### src/rtl/match_collector.sv
// Packs one frame of detector match flags into a parallel result word with count/length fields.
// Optional MATCH_COLLECTOR_POS_EN adds first/last match position outputs.
module match_collector #(
  parameter int WIDTH = 16,
  parameter int CNT_W = $clog2(WIDTH + 1),
  parameter int IDX_W = $clog2(WIDTH)
) (
  input  logic             clk,
  input  logic             reset,
  input  logic             bit_valid,
  input  logic             match_in,
  input  logic             frame_last,
  output logic             in_ready,
  output logic             out_valid,
  input  logic             out_ready,
  output logic [WIDTH-1:0] out_word,
  output logic [CNT_W-1:0] out_count,
  output logic [CNT_W-1:0] out_len,
  output logic             out_ovf,
`ifdef MATCH_COLLECTOR_POS_EN
  output logic [IDX_W-1:0] out_first_pos,
  output logic [IDX_W-1:0] out_last_pos,
`endif
  output logic [1:0]       dbg_state
);

  // Handshake: a flag moves when bit_valid && in_ready; a result moves when
  // out_valid && out_ready. Neither valid may depend on its ready.
  typedef enum logic [1:0] {
    IDLE    = 2'd0,
    COLLECT = 2'd1,
    HOLD    = 2'd2
  } state_t;

  state_t state, state_next;

  logic [WIDTH-1:0] shreg;
  logic [CNT_W-1:0] cnt;
  logic [CNT_W-1:0] len;
  logic             ovf;
  logic [IDX_W-1:0] slot;
  logic             last_slot;
  logic             accept;
  logic             close;
  logic             close_ovf;
  logic             transfer;

  // slot is the frame-order index of the flag being accepted now
  assign slot      = IDX_W'(len);
  assign last_slot = (slot == IDX_W'(WIDTH - 1)) && (len < CNT_W'(WIDTH));
  assign accept    = bit_valid && in_ready;
  assign transfer  = out_valid && out_ready;
  assign close     = accept && (frame_last || last_slot);
  assign close_ovf = accept && !frame_last && last_slot;

  assign in_ready  = (state != HOLD);
  assign out_valid = (state == HOLD);
  assign out_word  = shreg;
  assign out_count = cnt;
  assign out_len   = len;
  assign out_ovf   = ovf;
  assign dbg_state = state;

  always_ff @(posedge clk) begin
    if (reset) state <= IDLE;
    else       state <= state_next;
  end

  always_comb begin
    state_next = state;
    case (state)
      IDLE, COLLECT: begin
        if (close)       state_next = HOLD;
        else if (accept) state_next = COLLECT;
      end
      HOLD: begin
        if (transfer) state_next = IDLE;
      end
      default: state_next = IDLE;
    endcase
  end

  always_ff @(posedge clk) begin
    if (reset || transfer) begin
      shreg <= '0;
      cnt   <= '0;
      len   <= '0;
      ovf   <= 1'b0;
    end else if (accept) begin
      shreg <= {shreg[WIDTH-2:0], match_in};
      cnt   <= cnt + CNT_W'(match_in);
      len   <= len + CNT_W'(1);
      ovf   <= close_ovf;
    end
  end

`ifdef MATCH_COLLECTOR_POS_EN
  logic [IDX_W-1:0] first_pos;
  logic [IDX_W-1:0] last_pos;

  assign out_first_pos = first_pos;
  assign out_last_pos  = last_pos;

  always_ff @(posedge clk) begin
    if (reset || transfer) begin
      first_pos <= '0;
      last_pos  <= '0;
    end else if (accept && match_in) begin
      if (cnt == '0) first_pos <= slot;
      last_pos <= slot;
    end
  end
`endif

endmodule

### config.mk
export PLATFORM = sky130hd
export DESIGN_NAME = match_collector
export DESIGN_NICKNAME = d
export VERILOG_FILES = /design/src/rtl/match_collector.sv
export SDC_FILE = /design/constraint.sdc
export NUM_CORES = 1
export LEC_CHECK = 0
export CORE_AREA = 2 2 54 56
export CTS_CLUSTER_DIAMETER = 200
export DETAILED_ROUTE_END_ITERATION = 8
export DIE_AREA = 0 0 56 58
export HOLD_SLACK_MARGIN = 0.02
export PLACE_DENSITY_LB_ADDON = 0.25
export SLEW_MARGIN = 10
export SYNTH_ARGS = -nofsm -noshare
export SYNTH_HDL_FRONTEND = slang
export SYNTH_SLANG_ARGS = --single-unit
### constraint.sdc
create_clock -name clk -period 3.04 [get_ports clk]
set_input_delay 0.608 -clock clk [delete_from_list [all_inputs] [get_ports clk]]
set_output_delay 0.608 -clock clk [all_outputs]
set_load 0.01 [all_outputs]
Word level (Yosys, flattened, before mapping)
Cells that the tools add are included.
- register bits: 29
- output and inout bits: 31
- word-level logic and storage cells: 30
- add/subtract/negate cells: 2
- magnitude comparators: 1
- equal/unequal tests: 6
- multiplexer cells: 4
- reduce and logical (&&, ||, !) cells: 12
- operator list (operator ; number):
    $logic_and 1x1->1 ; 6
    $mux 2 ; 3
    $add 5x1->5 ; 1
    $add 5x1->5 const B ; 1
    $lt 5x5->1 const B ; 1
    $eq 4x4->1 const B ; 1
    $pmux 2 s2 ; 1
    $ne 3x3->1 const B ; 1
    $eq 2x1->1 const B ; 1
    $eq 2x2->1 const B ; 1
    $logic_not 2->1 ; 1
    $logic_or 1x1->1 ; 2
    $ne 2x1->1 const B ; 1
    $ne 2x2->1 const B ; 1
    $reduce_and 2->1 ; 1
    $reduce_or 2->1 ; 1
    $logic_not 1->1 ; 1

Depth between registers and ports, before layout
- depth in word-level cells: 6
- mapped depth: 7
- mapped depth without buffers: 6

Least setup slack after synthesis
OpenSTA, ideal clock, no wires.
- kind: input to register
- start point: in match_in
- end point: reg cnt[4] (netlist: out_count[4])
- arrival: 1.507 ns
- required time: 2.970 ns
- setup slack: 1.463 ns
- stages on the path: 5
- cells stage by stage: ha_1 -> ha_1 -> nand3_1 -> or4_1 -> a21oi_1
- word-level cells in the longest chain between the ends: 1
- RTL lines (item ; RTL line ; text):
    start, declared ; 11 ; input logic match_in,
    $add 5x1->5 ; 91 ; cnt <= cnt + CNT_W'(match_in);
    end signal, assigned ; 91 ;
    end, declared ; 38 ; logic [CNT_W-1:0] cnt;
No other way between the ends.
A chain may end at the register's enable or synchronous reset.

Worst setup path after layout
- start point: reg state[0] (netlist: dbg_state[0])
- end point: out out_valid
- word-level cells in the longest chain between the ends: 1
- RTL lines (item ; RTL line ; text):
    start, declared ; 35 ; state_t state, state_next;
    start signal, assigned ; 66 ; else state <= state_next;
    $eq 2x2->1 ; 57 ; assign out_valid = (state == HOLD);
    end, declared ; 14 ; output logic out_valid,
No other way between the ends.

==> flow_summary.toml <==
[run_status]
status = "finished clean"

[layout]
stdcell_area_sq_mm = 0.001624
fin_nets = 186
fillers = 240
syn_to_final_growth_pct = 31.38
layout.cells.non_filler = 207
antennaDiodeCount = 0
final_util = 0.6100
drive_above_1_share = 0.05682

[die]
design.core.area_sq_mm = 0.002663
fp.dieW_um = 56
initial_utilization = 0.4643
die_h_um = 58
fp-row-count = 19
pin_count = 37
die-area_sq_mm = 0.003248

[critical_path]
rr_worst_depth = 5
reg2reg_slack_ns = 0.91
criticalPathCategory = "register to output port"
cp.required_ns = 2.43
arrival_ns = 1.85
cp-start-kind = "register"
r2r_end = "out_word[11]"
crit_fanout = 22
cp-end-kind = "output port"
regToRegStartpoint = "dbg_state[0]"

[cts]
clkSinkCount = 29
cts_buffers = 5
root_buffer = "clkbuf_4"
post_cts_resized = 0
cts_max_level = 2
cts_setup_buffers = 0
hold_buffers = 0
cts.clk_slew.worst_paths_ns = 0.09
cts_tree = "yes"
clock_latency_ns = 0.33
cts_buffer_depth = 2

[place]
placed_area_sq_mm = 0.001569
gp_congestion = 0.7130
port_buffers = 36
hpwlAfterDp_um = 1900
placed_cells = 200

[timing]
max_slew_margin = 0.4347
finalCritPeriodShare = 0.8072
finalSetupViolCount = 0
period_minus_slack_ns = 2.454
tightest_slew_ns = 0.8480
fmax_ghz = 0.4075
rsz0062_at_grt = "false"
setup_tns_ns = 0
fin_skew_ns = 0.005938
hold_viol = 0
maxSlewViolCount = 0
whs_ns = 0.4783

[global_routing]
track_usage = 0.2071
antenna_found_initial = 0
grt_pass1_vias = 1207
overflow = 0
grt_pass1_wl_um = 5271
grt_max_degree = 29

[logic_synthesis]
yosys_register_bits = 29
synth.area.top_cells = "dfxtp_1, a21oi_1, nand3_1, o21ai_0, ha_1"
yosys.area.top_type = "dfxtp_1"
synth_top_area_share = 0.4696
synth_edf_count = 0
synth_warnings = 0
avgSynthCellArea_sq_um = 8.585
synthTopCellsByCount = "dfxtp_1, a21oi_1, nand3_1, o21ai_0, clkbuf_1"
synth_top_flop_cell = "dfxtp_1"
synth_cell_type_count = 25
syn_area_sq_mm = 0.001236
syn_nets = 154
netlist_instances = 144
yosysMostFrequentCell = "dfxtp_1"
synth-async-reset-ratio = 0
seq_area_frac_synth = 0.4696

[worst_hold_path]
hold_end = "dbg_state[0]"
hp-class = "register to register"
worstHoldPathCells = 1
min_from = "dbg_state[1]"

[power_and_ir_drop]
vdd_drop_max_mv = 0.3711
p_per_area_mw_per_mm2 = 437.5
leakage_nw = 0.5488

[detailed_routing]
drt_iter0_drc = 46
drt_wl_total_um = 2974
ant_nets = 0
drc = 0
dr.pass1.iters = 4
avgViaCountPerCell = 5.671
avgRoutedWirePerCell_um = 14.37
vias = 1174

[job]
maxCapViolations = 0
## per-layer routing
metal / vias up / wire [um] / track usage
li1: 581 / - / -
met1: 552 / 1380 / 0.2503
met2: 33 / 1335 / 0.3227
met3: 8 / 184 / 0.06250
met4: 0 / 74 / 0.1327
met5: - / 0 / 0
## critical path, cell delays in order (launching register included)
cell and delay (ns):
dfxtp_1 0.33, nand2b_1 0.33, inv_4 0.27, clkdlybuf4s50_1 0.58
## power by group
group	switching (W)	total [W]	internal, W
clock	0.000129	0.000238	0.000109
sequential	0.00000676	0.000394	0.000387
combinational	0.0000449	0.0000784	0.0000335
## per-stage QoR
stage          total power [W]  setup slack (ns)
3_3_place_gp         0.0004795            0.8498
3_5_place_dp         0.0004816            0.7881
4_1_cts              0.0007196            0.5862
2_1_floorplan        0.0004523             1.463
6_report             0.0007105            0.5861
5_1_grt              0.0007489            0.4926
## worst max-delay path by stage
stage / startpoint / end / cells past startpoint
final: dbg_state[0] / out_valid / 3
after global routing: dbg_state[1] / out_valid / 3
after CTS: dbg_state[0] / out_valid / 3
after detailed placement: bit_valid / out_count[4] / 4
after global placement: bit_valid / out_count[4] / 4
after floorplan: match_in / out_count[4] / 5
## placed cells by master (no fill, tap or decap), types with 2 or more instances in the layout
cell / instances
or4_1: 3
or3_1: 3
nor2_1: 2
o21ai_0: 20
a21oi_1: 27
dfxtp_1: 29
clkbuf_4: 5
ha_1: 4
o31ai_1: 3
nand3_1: 22
o21ai_1: 3
inv_1: 3
nand2_1: 2
clkdlybuf4s50_1: 36
buf_4: 3
## final cells by class
cell class	instances	area (sq um)	share of cell area
sequential	29	580.6	0.3575
tap	31	38.79	0.02388
clock buffer	7	55.05	0.03390
timing repair buffer	39	382.9	0.2357
inverter	4	17.52	0.01079
multi-input combinational	97	549.3	0.3382
## flip-flops by register name, summed over array words and instances (netlist names)
register and count:
dbg_state 2, out_count 5, out_len 5, out_ovf 1, out_word 16
## cells by family after synthesis
group,count (synthesis),synth area share
and+or+nand+nor,36,0.1569
adders and majority gates,4,0.04049
buffers and inverters,18,0.08604
DFF,29,0.4696
AOI/OAI and AO/OA,57,0.2470
No activity file was read; power rests on OpenSTA's default activity.
